$ cat src/rtl/fp4_e2m1_block_quantizer_if.sv
// Handshake bundle for the FP4 E2M1 block quantizer: accumulator input stream
// and encoded FP4 output stream with shared scale.
interface fp4_e2m1_block_quantizer_if #(
  parameter int unsigned AccWidth   = 18,
  parameter int unsigned ScaleWidth = 8
);
  logic                  in_valid;
  logic                  in_ready;
  logic [AccWidth-1:0]   in_data;
  logic                  out_valid;
  logic                  out_ready;
  logic [3:0]            out_data;
  logic [ScaleWidth-1:0] out_scale;
  logic                  out_last;

  modport master (
    output in_valid, in_data, out_ready,
    input  in_ready, out_valid, out_data, out_scale, out_last
  );

  modport slave (
    input  in_valid, in_data, out_ready,
    output in_ready, out_valid, out_data, out_scale, out_last
  );
endinterface

$ cat src/rtl/fp4_e2m1_block_quantizer.sv
// Buffers a block of signed accumulator words, derives a shared power-of-two scale
// from the block max magnitude, then streams E2M1 codes out under valid/ready.
module fp4_e2m1_block_quantizer #(
  parameter int unsigned AccWidth   = 18,
  parameter int unsigned BlockSize  = 8,
  parameter int unsigned ScaleWidth = 8
) (
  input logic                       clk_i,
  input logic                       rst_ni,
  fp4_e2m1_block_quantizer_if.slave bus_io
);
  localparam int unsigned IdxW = (BlockSize > 1) ? $clog2(BlockSize) : 1;
  localparam int unsigned PosW = $clog2(AccWidth);
  localparam int unsigned ExtW = AccWidth + 4;
  localparam logic [IdxW-1:0] LastIdx = IdxW'(BlockSize - 1);
  // Rounding thresholds between adjacent grid points, in units of 0.25.
  localparam logic [4:0] Mid [7] = '{5'd1, 5'd3, 5'd5, 5'd7, 5'd10, 5'd14, 5'd20};

  if (BlockSize < 2) begin : g_bad_block
    $error("BlockSize must be at least 2");
  end
  if (ScaleWidth < 2 || (AccWidth - 3) >= (1 << (ScaleWidth - 1))) begin : g_bad_scale
    $error("ScaleWidth too narrow for shared exponent range");
  end

  typedef enum logic [1:0] {StFill, StScale, StDrain} state_e;

  state_e                state_q;
  logic [IdxW-1:0]       wr_idx_q, rd_idx_q;
  logic [AccWidth-1:0]   amax_q;
  logic [PosW-1:0]       pos_q;
  logic                  in_ready_q, out_valid_q, out_last_q;
  logic [3:0]            out_data_q;
  logic [ScaleWidth-1:0] out_scale_q;
  logic [AccWidth-1:0]   buf_q [BlockSize];

  logic                  accept;
  logic [AccWidth-1:0]   in_mag, rd_elem, rd_mag;
  logic [PosW-1:0]       amax_pos;
  logic [ScaleWidth-1:0] scale_d;
  logic [ExtW-1:0]       ext, ext_mask;
  logic [4:0]            quarters;
  logic                  sticky;
  logic [2:0]            mag_code;
  logic [3:0]            enc_code;

  assign accept = (state_q == StFill) && bus_io.in_valid && in_ready_q;

  always_comb begin
    in_mag = bus_io.in_data[AccWidth-1] ? -bus_io.in_data : bus_io.in_data;
    amax_pos = '0;
    for (int unsigned i = 0; i < AccWidth; i++) begin
      if (amax_q[i]) amax_pos = PosW'(i);
    end
    scale_d = (amax_q == '0) ? '0 : ScaleWidth'(amax_pos) - ScaleWidth'(2);
  end

  // quarters = |x| * 2^(4-p) truncated; sticky keeps the bits shifted out.
  always_comb begin
    rd_elem  = buf_q[rd_idx_q];
    rd_mag   = rd_elem[AccWidth-1] ? -rd_elem : rd_elem;
    ext      = {rd_mag, 4'b0000};
    ext_mask = ~({ExtW{1'b1}} << pos_q);
    sticky   = |(ext & ext_mask);
    quarters = 5'(ext >> pos_q);
    mag_code = '0;
    for (int i = 0; i < 7; i++) begin
      // Exact ties move up only when the lower code has man=1.
      if ((quarters > Mid[i]) || ((quarters == Mid[i]) && (sticky || (i % 2 == 1)))) begin
        mag_code = mag_code + 3'd1;
      end
    end
    enc_code = {rd_elem[AccWidth-1] && (mag_code != 3'd0), mag_code};
  end

  always_ff @(posedge clk_i) begin
    if (accept) buf_q[wr_idx_q] <= bus_io.in_data;
  end

  always_ff @(posedge clk_i or negedge rst_ni) begin
    if (!rst_ni) begin
      state_q     <= StFill;
      wr_idx_q    <= '0;
      rd_idx_q    <= '0;
      amax_q      <= '0;
      pos_q       <= '0;
      in_ready_q  <= 1'b0;
      out_valid_q <= 1'b0;
      out_data_q  <= '0;
      out_scale_q <= '0;
      out_last_q  <= 1'b0;
    end else begin
      unique case (state_q)
        StFill: begin
          in_ready_q <= 1'b1;
          if (accept) begin
            if (in_mag > amax_q) amax_q <= in_mag;
            if (wr_idx_q == LastIdx) begin
              wr_idx_q   <= '0;
              in_ready_q <= 1'b0;
              state_q    <= StScale;
            end else begin
              wr_idx_q <= wr_idx_q + 1'b1;
            end
          end
        end
        StScale: begin
          pos_q       <= amax_pos;
          out_scale_q <= scale_d;
          amax_q      <= '0;
          rd_idx_q    <= '0;
          state_q     <= StDrain;
        end
        StDrain: begin
          if (!out_valid_q || bus_io.out_ready) begin
            if (out_valid_q && out_last_q) begin
              out_valid_q <= 1'b0;
              out_last_q  <= 1'b0;
              in_ready_q  <= 1'b1;
              state_q     <= StFill;
            end else begin
              out_valid_q <= 1'b1;
              out_data_q  <= enc_code;
              out_last_q  <= (rd_idx_q == LastIdx);
              rd_idx_q    <= (rd_idx_q == LastIdx) ? '0 : rd_idx_q + 1'b1;
            end
          end
        end
        default: state_q <= StFill;
      endcase
    end
  end

  assign bus_io.in_ready  = in_ready_q;
  assign bus_io.out_valid = out_valid_q;
  assign bus_io.out_data  = out_data_q;
  assign bus_io.out_scale = out_scale_q;
  assign bus_io.out_last  = out_last_q;
endmodule

$ cat src/flat_wrapper.sv
// flat-port wrapper written by rule: the top's interface ports become plain ports
module fp4_e2m1_block_quantizer_flat 
#(
  parameter int unsigned AccWidth   = 18,
  parameter int unsigned BlockSize  = 8,
  parameter int unsigned ScaleWidth = 8
)
  (clk_i, rst_ni, bus_io_in_valid, bus_io_in_data, bus_io_out_ready, bus_io_in_ready, bus_io_out_valid, bus_io_out_data, bus_io_out_scale, bus_io_out_last);
  fp4_e2m1_block_quantizer_if #(.AccWidth(AccWidth), .ScaleWidth(ScaleWidth)) bus_io_i ();
  input logic clk_i;
  input logic rst_ni;
  input wire logic [$bits(bus_io_i.in_valid)-1:0] bus_io_in_valid;
  input wire logic [$bits(bus_io_i.in_data)-1:0] bus_io_in_data;
  input wire logic [$bits(bus_io_i.out_ready)-1:0] bus_io_out_ready;
  output wire logic [$bits(bus_io_i.in_ready)-1:0] bus_io_in_ready;
  output wire logic [$bits(bus_io_i.out_valid)-1:0] bus_io_out_valid;
  output wire logic [$bits(bus_io_i.out_data)-1:0] bus_io_out_data;
  output wire logic [$bits(bus_io_i.out_scale)-1:0] bus_io_out_scale;
  output wire logic [$bits(bus_io_i.out_last)-1:0] bus_io_out_last;
  assign bus_io_i.in_valid = bus_io_in_valid;
  assign bus_io_i.in_data = bus_io_in_data;
  assign bus_io_i.out_ready = bus_io_out_ready;
  assign bus_io_in_ready = bus_io_i.in_ready;
  assign bus_io_out_valid = bus_io_i.out_valid;
  assign bus_io_out_data = bus_io_i.out_data;
  assign bus_io_out_scale = bus_io_i.out_scale;
  assign bus_io_out_last = bus_io_i.out_last;
  fp4_e2m1_block_quantizer #(.AccWidth(AccWidth), .BlockSize(BlockSize), .ScaleWidth(ScaleWidth)) u_core (.clk_i(clk_i), .rst_ni(rst_ni), .bus_io(bus_io_i));
endmodule
$ cat config.mk
export PLATFORM = sky130hd
export DESIGN_NAME = fp4_e2m1_block_quantizer_flat
export DESIGN_NICKNAME = d
export VERILOG_FILES = /design/src/rtl/fp4_e2m1_block_quantizer_if.sv /design/src/rtl/fp4_e2m1_block_quantizer.sv /design/src/flat_wrapper.sv
export SDC_FILE = /design/constraint.sdc
export NUM_CORES = 1
export LEC_CHECK = 0
export ABC_AREA = 1
export CAP_MARGIN = 0
export CORE_MARGIN = 1
export CORE_UTILIZATION = 50
export DETAILED_ROUTE_END_ITERATION = 8
export PLACE_DENSITY = 0.75
export SYNTH_ARGS = -nofsm -noshare
export SYNTH_HDL_FRONTEND = slang
export SYNTH_SLANG_ARGS = --single-unit
$ cat constraint.sdc
create_clock -name clk_i -period 18.7 [get_ports clk_i]
set_clock_uncertainty 0.2 [all_clocks]
set_input_delay 1.87 -clock clk_i [delete_from_list [all_inputs] [get_ports clk_i]]
set_output_delay 1.87 -clock clk_i [all_outputs]
set_load 0.02 [all_outputs]
-- After elaboration in Yosys (flattened, before gate mapping)
Memory sizes are Yosys's and may differ from the RTL's.
Index checks and enable logic that the tools add are counted.
- register bits after elaboration: 46
- bits in writable memories: 144
- output and inout port bits: 15
- logic and storage cells: 132
- memories kept: 1
- add/subtract/negate cells: 11
- $lt $le $gt $ge: 8
- eq/ne operators: 17
- shifts and indexed selects: 2
- muxes and demuxes: 49
- bitwise operators: 3
- reduce and logical (&&, ||, !) cells: 31
- memory list (memory ; depth ; bits a word ; rd ports ; clocked after memory_dff ; write ports ; line ; RTL):
    u_core.buf_q ; 8 ; 18 ; 1 ; 0 ; 1 ; fp4_e2m1_block_quantizer.sv:35 ; logic [AccWidth-1:0] buf_q [BlockSize];
- operators by type and width (cell ; count):
    two-way mux 5 bit ; 16
    two-way mux 18 bit ; 4
    negator 18 bit ; 2
    case mux 18 bit (2 select lines) ; 1
    two-way mux 3 bit ; 10
    AND 22 bit ; 1
    inverter 22 bit ; 1
    OR reduction 22 bit ; 1
    << shifter 22 x 5 -> 22 bit (first input constant) ; 1
    >> shifter 22 x 5 -> 5 bit ; 1
    adder 3 x 1 -> 3 bit (second input constant) ; 7
    > comparator 18 bit ; 1
    zero test 18 bit ; 1
    AND reduction 3 bit ; 4
    equality test 5 x 3 -> 1 bit (second input constant) ; 2
    equality test 5 x 4 -> 1 bit (second input constant) ; 2
    > comparator 5 x 3 -> 1 bit (second input constant) ; 2
    > comparator 5 x 4 -> 1 bit (second input constant) ; 2
    two-way mux 1 bit ; 10
    logical AND 1 bit ; 8
    logical OR 1 bit ; 8
    two-way mux 2 bit ; 4
    two-way mux 8 bit ; 1
    equality test 3 bit (second input constant) ; 2
    22 further kinds ; 29

-- Depth between registers and ports, before layout
An unclocked memory read counts as a cell.
- depth in word-level cells: 22
- mapped depth: 50
- mapped depth without buffers: 49

-- Least setup slack after synthesis
Ideal clock, no wire load.
- path kind: flip-flop to flip-flop
- from: register u_core.rd_idx_q[0]
- to: register u_core.out_data_q[3] (netlist: u_core.bus_io.out_data[3])
- data arrival time: 5603 ps
- required time: 18384 ps
- setup slack: 12781 ps
- cell stages (with the launch flop): 47
- period minus slack after synthesis: 5919 ps
- cell sequence: dfrtp_1 -> inv_2 -> buf_2 -> nand2_1 -> nand3_1 -> nand3_1 -> nand2_1 -> ha_1 -> nand2_1 -> nor2_1 -> nand2_1 -> nand2_2 -> nand2_1 -> nand3_1 -> nand2_1 -> a21oi_1 -> nand4_1 -> nand2_1 -> [... 11 more ...] -> nand2_1 -> and2_1 -> ha_1 -> nand2_1 -> nand2_1 -> ha_1 -> or2_2 -> and2_1 -> ha_1 -> inv_1 -> nor2_1 -> nand3b_1 -> nand3b_1 -> nand2_1 -> nor2_1 -> nand2_1 -> nand2_1 -> nand2_1
- longest elaborated chain between the ends: 22
- ends and longest elaborated chain (item ; line ; RTL):
    from (decl) ; fp4_e2m1_block_quantizer.sv:29 ; logic [IdxW-1:0] wr_idx_q, rd_idx_q;
    from (signal assigned) ; fp4_e2m1_block_quantizer.sv:125 ; rd_idx_q <= (rd_idx_q == LastIdx) ? '0 : rd_idx_q + 1'b1;
    memory read (8 x 18 bit) * ; -- ;
    branches (longest 20 deep; another with negator 18 bit) ; -- ;
    logical AND 1 bit * ; fp4_e2m1_block_quantizer.sv:73 ; enc_code = {rd_elem[AccWidth-1] && (mag_code != 3'd0), mag_code};
    to (signal assigned) ; fp4_e2m1_block_quantizer.sv:123 ; out_data_q <= enc_code;
    to (decl) ; fp4_e2m1_block_quantizer.sv:33 ; logic [3:0] out_data_q;
Mark *: on every way between the ends.
A chain may end at the register's enable or synchronous reset.

-- Worst setup path in the final report
- from: register u_core.rd_idx_q[1]
- to: register u_core.out_data_q[3] (netlist: u_core.bus_io.out_data[3])
Same word-level chain as after synthesis.

==> results.cfg <==
[status]
outcome = complete, no violations

[yosys]
yosysSeqAreaShare = 0.502
synth_edf_count = 144
synth_seq_cells = 188
synth_compound_area_frac = 0.0603
synth_top_family_by_area = simple AND/OR/NAND/NOR gates
ys_warn_count = 0
postSynthCellCount = 1345
async_reset_ff_frac = 0.234
postSynthAreaPerCell_um2 = 8.04
synth_fa_ha_area_frac = 0.0359
ys.flop_type = edfxtp_1
synthXorXnorAreaFrac = 0.0154
synthMuxAreaShare = 0
syn_nets = 1398
syn-cell-area_um2 = 10800
ys_types = 45
synth_simple_gate_area_frac = 0.301

[global_routing]
use_met3 = 0.0385
gr-total-overflow = 0
grt_antenna_before_repair = 0
grt_pass1_wl_um = 42000
track_usage = 0.245
gr-max-usage-layer = met2
grt.met2_usage = 0.400
grt_max_degree = 76
use_met1 = 0.328
first_global_vias = 8357

[timing]
hold-worst-slack_ns = 0.280
tns_ns = 0
fin_crit_sh = 0.392
rsz0062_at_grt = false
tightest_slew_ns = 1.11
maxSlewViolCount = 0
setup_viol_count_final = 0
timing.fmax_ghz = 0.136
period_minus_slack_ns = 7.33
relSlewSlack = 0.257
report.final.hold_viol_count = 0

[clock_network]
post_cts_buffers = 0
numCtsBuffers = 17
path_clk_slew_ns = 0.07
cts_tree = yes
cts.sinks = 188
cts_max_level = 4
clock_latency_ns = 0.43
cts_resized = 0
root_buffer = clkbuf_16
cts_buffer_depth = 2
hold_buffers = 0

[critical_path]
critPathMaxFanout = 38
worstPathArrival_ns = 7.46
startpoint_type = register
cpMostUsedCell = nand2_1
cpMaxStageDelayCell = inv_2
setup.reg_to_reg.worst_slack_ns = 11.37
max_stage_delay_ns = 0.43
end_kind = register
critPathRequiredTime_ns = 18.83
path_class = register to register

[finish]
drive_above_1_share = 0.0536
fin_nets = 1420
final_cell_mix = nand2_1 (442), nand3_1 (186), inv_1 (175)
nFillCells = 1895
stdcell_count = 1655
diodes = 0
final_common_cell = nand2_1
syn2layout_area_growth_pct = 10.3

[drt]
avgRoutedWirePerCell_um = 15.7
drt_iter0_drc = 906
postRouteAntennaNets = 0
wirelength_um = 26000
first_pass_iters = 5
vias_per_cell = 5.42
vias = 8973
drcViolationCount = 0

[place]
io_buffers = 36
dpl.hpwl_um = 17400
gp_congestion = 0.920
placed_cells = 1623

[floorplan]
fp.dieH_um = 149
rows = 53
die_w_um = 149
start_util = 0.513
core_um2 = 21100
dieArea_um2 = 22200
pin_count = 37

[hold_path]
hp-class = register to register

[flow_run]
drv_cap = 0
worst paths after layout:
kind / start / end / cells past startpoint
setup / recovery: u_core.rd_idx_q[1]$_DFFE_PN0P_ / u_core.bus_io.out_data[3]$_DFFE_PN0P_ / 47
hold / removal: u_core.bus_io.out_scale[1]$_DFFE_PN0P_ / u_core.bus_io.out_scale[1]$_DFFE_PN0P_ / 2
hold reg to reg: u_core.bus_io.out_scale[1]$_DFFE_PN0P_ / u_core.bus_io.out_scale[1]$_DFFE_PN0P_ / 2
setup reg to reg: u_core.rd_idx_q[1]$_DFFE_PN0P_ / u_core.bus_io.out_data[3]$_DFFE_PN0P_ / 47
min in group asynchronous: rst_ni / u_core.bus_io.out_data[2]$_DFFE_PN0P_ / 1
max in group asynchronous: rst_ni / u_core.rd_idx_q[0]$_DFFE_PN0P_ / 1
state kept, by name (all words and copies together), names as in the netlist:
signal / cells
u_core.bus_io.out_last: 1
u_core.bus_io.in_ready: 1
u_core.bus_io.out_data: 4
u_core.wr_idx_q: 3
u_core.buf_q: 144
u_core.pos_q: 5
u_core.bus_io.out_valid: 1
u_core.rd_idx_q: 3
u_core.amax_q: 18
u_core.bus_io.out_scale: 6
u_core.state_q: 2
stage by stage:
step	setup WS [ns]	area, um2	util
after global placement	11.56	11400	0.539
after floorplan	12.78	10800	-
after detailed placement	11.46	11400	0.539
after CTS	11.39	11900	0.566
final	11.37	11900	0.566
after global routing	10.62	11900	0.566
cells in the mapped netlist, drive strengths merged (2+ instances only):
cell | count | area (um2)
a211oi | 3 | 22.5
a21oi | 22 | 110
a31oi | 2 | 12.5
a41oi | 2 | 17.5
and2 | 3 | 18.8
buf | 31 | 195
clkbuf | 12 | 45.0
clkinv | 4 | 15.0
dfrtp | 44 | 1100
edfxtp | 144 | 4320
ha | 31 | 388
inv | 179 | 672
nand2 | 454 | 1730
nand3 | 188 | 951
nand3b | 10 | 75.1
nand4 | 6 | 37.5
nor2 | 88 | 343
nor3 | 9 | 45.0
nor4 | 5 | 31.3
o211ai | 3 | 22.5
o21ai | 69 | 357
o22ai | 3 | 25.0
o31ai | 5 | 37.5
xnor2 | 10 | 87.6
xor2 | 9 | 78.8
layer usage:
layer | up-vias | wire, um
li1 | 4439 | -
met1 | 4171 | 11400
met2 | 315 | 12400
met3 | 48 | 1600
met4 | 0 | 543
met5 | - | 0
critical path, delay by kind of cell (launching register included):
family	cells	cell delay, ns
and+or+nand+nor	35	4.01
DFF	1	0.34
buffers and inverters	6	1.08
adders and majority gates	6	1.56
kinds of logic after synthesis:
family | Yosys count
AND/OR/NAND/NOR | 766
buffers and inverters | 226
flip-flops | 188
AO/OA/AOI/OAI | 115
adder cells (fa/ha/maj) | 31
XOR/XNOR | 19
layout make-up:
class                   count  area [um2]  area share
clock inverters            15         134      0.0112
well taps                 275         344      0.0288
repair buffers             46         430      0.0361
multi-input cells         931        4480       0.376
flip-flops and latches    188        5430       0.455
clock buffers              17         425      0.0357
inverters                 183         687      0.0576
Power is left out: the tool's default activity adds up to more than one toggle a clock period on the data nets, which glitch-free logic cannot reach.
==> RTL change 1: new RTL, same flow settings <==
`AccWidth` is set to 18 in 3 places; all go to 20.
--- a/src/rtl/fp4_e2m1_block_quantizer_if.sv
+++ b/src/rtl/fp4_e2m1_block_quantizer_if.sv
@@ -2,5 +2,5 @@
 // and encoded FP4 output stream with shared scale.
 interface fp4_e2m1_block_quantizer_if #(
-  parameter int unsigned AccWidth   = 18,
+  parameter int unsigned AccWidth   = 20,
   parameter int unsigned ScaleWidth = 8
 );
--- a/src/rtl/fp4_e2m1_block_quantizer.sv
+++ b/src/rtl/fp4_e2m1_block_quantizer.sv
@@ -2,5 +2,5 @@
 // from the block max magnitude, then streams E2M1 codes out under valid/ready.
 module fp4_e2m1_block_quantizer #(
-  parameter int unsigned AccWidth   = 18,
+  parameter int unsigned AccWidth   = 20,
   parameter int unsigned BlockSize  = 8,
   parameter int unsigned ScaleWidth = 8
--- a/src/flat_wrapper.sv
+++ b/src/flat_wrapper.sv
@@ -2,5 +2,5 @@
 module fp4_e2m1_block_quantizer_flat 
 #(
-  parameter int unsigned AccWidth   = 18,
+  parameter int unsigned AccWidth   = 20,
   parameter int unsigned BlockSize  = 8,
   parameter int unsigned ScaleWidth = 8
Ports: changed (resized bus_io_in_data); port bits go from 37 to 39. The function was not compared with the original's and may differ.
==> RTL change 1 against the unedited design <==
  * Routed wire length increased by 16%
  * Design area up 11%
  * Area after synthesis rose by 11%
  * Global-route usage up 0.90 points
  * Non-clock buffer count is 4 higher
  * Worst hold slack improved by 0.0094 ns
  * Fmax shrank 0.84%
  * Sequential cell count increased by 18
  * Setup slack worse by 0.062 ns
  * Via count is 11% higher
  * Largest cell class unchanged
  * Highest routed layer unchanged
==> RTL change 1: results (changes against the unedited design) <==
Status
  – Status: completed (unchanged)

CTS
  – Total CTS buffers: 22 (was 17)
  – Clk Latency, worst-skew pair: 0.51 ns (was 0.43 ns)
  – H-tree depth: 1 (was 4)
  – CTS max path bufs: 3 (was 2)
  – Setup bufs post-CTS: 0 (unchanged)

Setup path
  – CP max FO: 56 (was 38)
  – Reg2reg path depth: 39 (was 47)
  – Reg2reg start: u_core.rd_idx_q[0] (was u_core.rd_idx_q[1])
  – CP max stage cell: dfrtp_2 (was inv_2)
  – Max incr delay on CP: 0.78 ns (was 0.43 ns)

Final layout
  – Fill cells: 2,080 (was 1,895)
  – Layout cells sized above 1: 6.51% (was 5.36%)
  – Number of flip-flops in the largest register: 160 (was 144)
  – Final net count: 1,563 (was 1,420)
  – Layout Cells excl Fill: 1,839 (was 1,655)

Place
  – Cell area after placement: 12,500 um2 (was 11,400 um2)
  – Port bufs: 38 (was 36)
  – Gpl congestion: 0.921 (was 0.920)
  – Place WS: 11.42 ns (was 11.46 ns)

Synth
  – Post-synth net total: 1,541 (was 1,398)
  – Synthesized area per cell: 8.08 um2 (was 8.04 um2)
  – Post-synthesis adder-cell area fraction: 3.45% (was 3.59%)
  – Synth cell count leaders: nand2_1 (435), nand3_1 (211), inv_1 (188) (was nand2_1 (442), nand3_1 (186), inv_1 (175))
  – Compound-Gate Fraction of Synth Area: 5.86% (was 6.03%)
  – Post-Synth XOR/XNOR Area: 1.39% (was 1.54%)
  – Sequential share of the synthesized area: 49.7% (was 50.2%)
  – EDFF count, synth: 160 (was 144)
  – Area contributors post-synth: edfxtp_1 (40%), nand2_1 (14%), dfrtp_1 (9.6%) (was edfxtp_1 (40%), nand2_1 (15%), dfrtp_1 (10%))
  – Netlist cell types: 47 (was 45)
  – Post-synth ARST share: 22.3% (was 23.4%)

Route
  – Via count: 9,996 (was 8,973)
  – 1st-iter DRT viols: 923 (was 906)
  – DR WL/cell: 16.4 um (was 15.7 um)

GRT
  – Met3 Usage GRT: 2.66% (was 3.85%)
  – First-pass GRT wire length: 48,500 um (was 42,000 um)
  – M2 GR Usage: 42.9% (was 40.0%)
  – GRT met1 Usage: 33.7% (was 32.8%)
  – Total track usage: 25.4% (was 24.5%)
  – Pin count of the biggest net entering global routing: 81 (was 76)

STA
  – Hold slack: 0.289 ns (was 0.280 ns)
  – Setup TNS: 0 ns (unchanged)
  – Worst slew pin tran: 1.09 ns (was 1.11 ns)

Pwr
  – Pwr Total: 2.68 mW

Hold path
  – WHS Endpoint: u_core.bus_io.out_scale[4] (was u_core.bus_io.out_scale[1])
RTL change 1: worst max-delay path, delay by kind of cell (launching register included):
kind,cells,cell delay [ns]
adder cells (fa/ha/maj),5,1.43
buffers and inverters,3,0.81
AND/OR/NAND/NOR,26,3.45
flip-flops,1,0.78
AO/OA/AOI/OAI,5,0.56
RTL change 1: cells by family after synthesis:
kind of cell	after synthesis
adder cells (fa/ha/maj)	33
AO/OA/AOI/OAI	132
XOR/XNOR	19
flip-flops	206
buffers and inverters	253
AND/OR/NAND/NOR	841
RTL change 1: metal layers:
metal / share of wire (%) / vias to the layer above / routed length [um]
met1: 42 / 4667 / 12600
met2: 49 / 376 / 14700
met5: 0 / - / 0
met4: 2.6 / 0 / 791
met3: 7.0 / 56 / 2130
li1: - / 4897 / -
RTL change 1: how the worst max path moves through the flow:
stage / start / end
6_report: u_core.rd_idx_q[0] / u_core.bus_io.out_data[3]
5_1_grt: u_core.rd_idx_q[0] / u_core.bus_io.out_data[3]
4_1_cts: u_core.rd_idx_q[0] / u_core.bus_io.out_data[3]
3_5_place_dp: u_core.rd_idx_q[0] / u_core.bus_io.out_data[3]
3_3_place_gp: u_core.rd_idx_q[0] / u_core.bus_io.out_data[3]
2_1_floorplan: u_core.rd_idx_q[0] / u_core.bus_io.out_data[3]
RTL change 1: final cells by class:
type | instances | area, um2 | share of cell area [%]
multi-input cells | 1025 | 4960 | 37.3
inverters | 201 | 754 | 5.68
clock buffers | 31 | 668 | 5.03
clock inverters | 7 | 86.3 | 0.650
repair buffers | 50 | 465 | 3.50
well taps | 319 | 399 | 3.00
flip-flops and latches | 206 | 5960 | 44.8
==> RTL change 2: new RTL, config.mk and constraints unchanged <==
Made on the original files. Re-encode `state_e` (3 states) as one-hot, 3 bits wide.
--- a/src/rtl/fp4_e2m1_block_quantizer.sv
+++ b/src/rtl/fp4_e2m1_block_quantizer.sv
@@ -24,5 +24,5 @@
   end
 
-  typedef enum logic [1:0] {StFill, StScale, StDrain} state_e;
+  typedef enum logic [2:0] {StFill = 3'b001, StScale = 3'b010, StDrain = 3'b100} state_e;
 
   state_e                state_q;
Behaviour: same outputs for any inputs over 10 cycles, from zero or initial values and one cycle with rst_ni low; not proved beyond that.
==> RTL change 2 against the unedited design <==
  * Worst hold slack gained 0.0096 ns
  * Setup slack gained 0.27 ns
  * Global-route usage grew 1.0 points
  * Via count grew 0.33%
  * Sequential cell count grew 1
  * Area after synthesis shrank 0.46%
  * Routed wire length grew 3.8%
  * Fmax grew 3.8%
  * Design area grew 0.35%
  * Critical path type unchanged
==> RTL change 2: results (changes against the unedited design) <==
Route
  – 1st-iter DRT viols: 796 (was 906)
  – Drt first pass iters: 6 (was 5)
  – Via count: 9,003 (was 8,973)
  – Via-to-Cell Ratio: 5.52 (was 5.42)
  – Total Wirelength: 27,000 um (was 26,000 um)

Status
  – Status: completed (unchanged)

STA
  – Max transition margin: 19.7% (was 25.7%)

Final layout
  – Layout cells sized above 1: 6.34% (was 5.36%)
  – Most flop-heavy register: u_core.buf_q (unchanged)
  – N_diodes: 0 (unchanged)
  – Fill cells: 1,865 (was 1,895)
  – Number of flip-flops in the largest register: 144 (unchanged)

CTS
  – Setup bufs post-CTS: 0 (unchanged)
  – Clk Latency, worst-skew pair: 0.43 ns (about the same)
  – Root buf cell: clkbuf_16 (unchanged)
  – H-tree depth: 4 (unchanged)
  – Post_cts resized: 0 (unchanged)
  – Total CTS buffers: 17 (unchanged)
  – Clock slew at reported path FFs: 0.07 ns (about the same)
  – CTS max path bufs: 2 (unchanged)

Hold path
  – HP Class: reg -> reg (unchanged)

Setup path
  – Top Family by Delay on Critical Path: simple AND/OR/NAND/NOR gates (unchanged)
  – Critical path arrival: 7.19 ns (was 7.46 ns)
  – CP max FO: 28 (was 38)
  – CP max stage cell: clkinv_1 (was inv_2)
  – Max incr delay on CP: 0.71 ns (was 0.43 ns)

Synth
  – EDFF count, synth: 144 (unchanged)
  – Sequential share of the synthesized area: 50.6% (was 50.2%)
  – Netlist cell types: 47 (was 45)
  – Primary FF master, synth: edfxtp_1 (unchanged)
  – Yosys warnings: 0 (unchanged)
  – Synth cell count leaders: nand2_1 (369), nand3_1 (196), inv_1 (170) (was nand2_1 (442), nand3_1 (186), inv_1 (175))
  – Post-synth net total: 1,374 (was 1,398)
  – Post-synth ARST share: 23.8% (was 23.4%)
  – Area contributors post-synth: edfxtp_1 (40%), nand2_1 (13%), dfrtp_1 (10%) (was edfxtp_1 (40%), nand2_1 (15%), dfrtp_1 (10%))
  – Synthesized area per cell: 8.15 um2 (was 8.04 um2)

GRT
  – Total track usage: 25.5% (was 24.5%)
  – Vias in the first global route: 8,488 (was 8,357)
  – Pin count of the biggest net entering global routing: 77 (was 76)
  – Initial antenna violation count: 0 (unchanged)
  – First-pass GRT wire length: 43,400 um (was 42,000 um)

Place
  – Gpl congestion: 0.966 (was 0.920)
  – DP Wirelength: 17,700 um (was 17,400 um)
  – Dpl cells: 1,600 (was 1,623)
  – Place WS: 11.74 ns (was 11.46 ns)
  – Port bufs: 36 (unchanged)

Pwr
  – VDD IR max: 0.000174 V
  – Static Leak: roughly 5.4 nW
  – Pwr Total: around 2.3 mW
## RTL change 2: changes by cell type after synthesis, moves of 4 or more
cell / before / now
nand2_1: 442 / 369
inv_1: 175 / 170
a21oi_1: 22 / 18
nand3b_1: 10 / 3
nand3_1: 186 / 196
nor3_1: 9 / 14
nand4_1: 6 / 12
clkbuf_1: 12 / 18
o21ai_0: 58 / 83
nor2_1: 85 / 105
## RTL change 2: through the flow
stage / instance area [um2] / hold slack [ns] / utilization (%)
2_1_floorplan: 10800 / 0.278 / -
3_3_place_gp: 11300 / 0.265 / 53.8
3_5_place_dp: 11300 / 0.269 / 53.8
4_1_cts: 12000 / 0.291 / 56.8
5_1_grt: 12000 / 0.303 / 56.8
6_report: 12000 / 0.289 / 56.8
## RTL change 2: cell families after synthesis
family / share of synthesized area [%]
simple gates: 29.1
buf+inv: 8.52
flops: 50.6
compound gates: 6.85
fa+ha+maj: 3.60
xor+xnor: 1.30
## RTL change 2: worst register-to-register path, delay by kind of cell (launching register included)
family                   cells  cell delay (ns)
adder cells (fa/ha/maj)      5             1.32
AO/OA/AOI/OAI                2             0.43
flip-flops                   1             0.32
buffers and inverters        7             1.59
AND/OR/NAND/NOR             29             3.11
## RTL change 2: layout make-up
class / instances / area (um2) / share of cell area [%]
inverter: 178 / 668 / 5.58
timing repair buffer: 49 / 453 / 3.78
clock buffer: 17 / 425 / 3.55
clock inverter: 15 / 201 / 1.68
tap: 275 / 344 / 2.87
sequential: 189 / 5450 / 45.6
multi-input combinational: 909 / 4430 / 37.0
## RTL change 2: layer usage
metal	vias up	global-route usage, %	wire, um
met4	0	9.54	640
met3	57	3.50	1620
met5	-	0	0
li1	4412	-	-
met2	318	42.3	13100
met1	4216	34.0	11600
## RTL change 2: worst paths after layout
check,slack [ns],to,startpoint,cells after the start
min,0.29,u_core.bus_io.out_scale[0],u_core.bus_io.out_scale[0],2
max reg2reg,11.64,u_core.bus_io.out_data[3],u_core.rd_idx_q[2],43
min in group asynchronous,1.31,u_core.bus_io.out_data[3],rst_ni,2
min reg2reg,0.29,u_core.bus_io.out_scale[0],u_core.bus_io.out_scale[0],2
max,11.64,u_core.bus_io.out_data[3],u_core.rd_idx_q[2],43
max in group asynchronous,16.57,u_core.rd_idx_q[0],rst_ni,2
## RTL change 2: report_power, final
part | internal (mW) | switching, mW
registers | 0.532 | 0.0375
clock network | 0.216 | 0.166
logic | 0.454 | 0.935
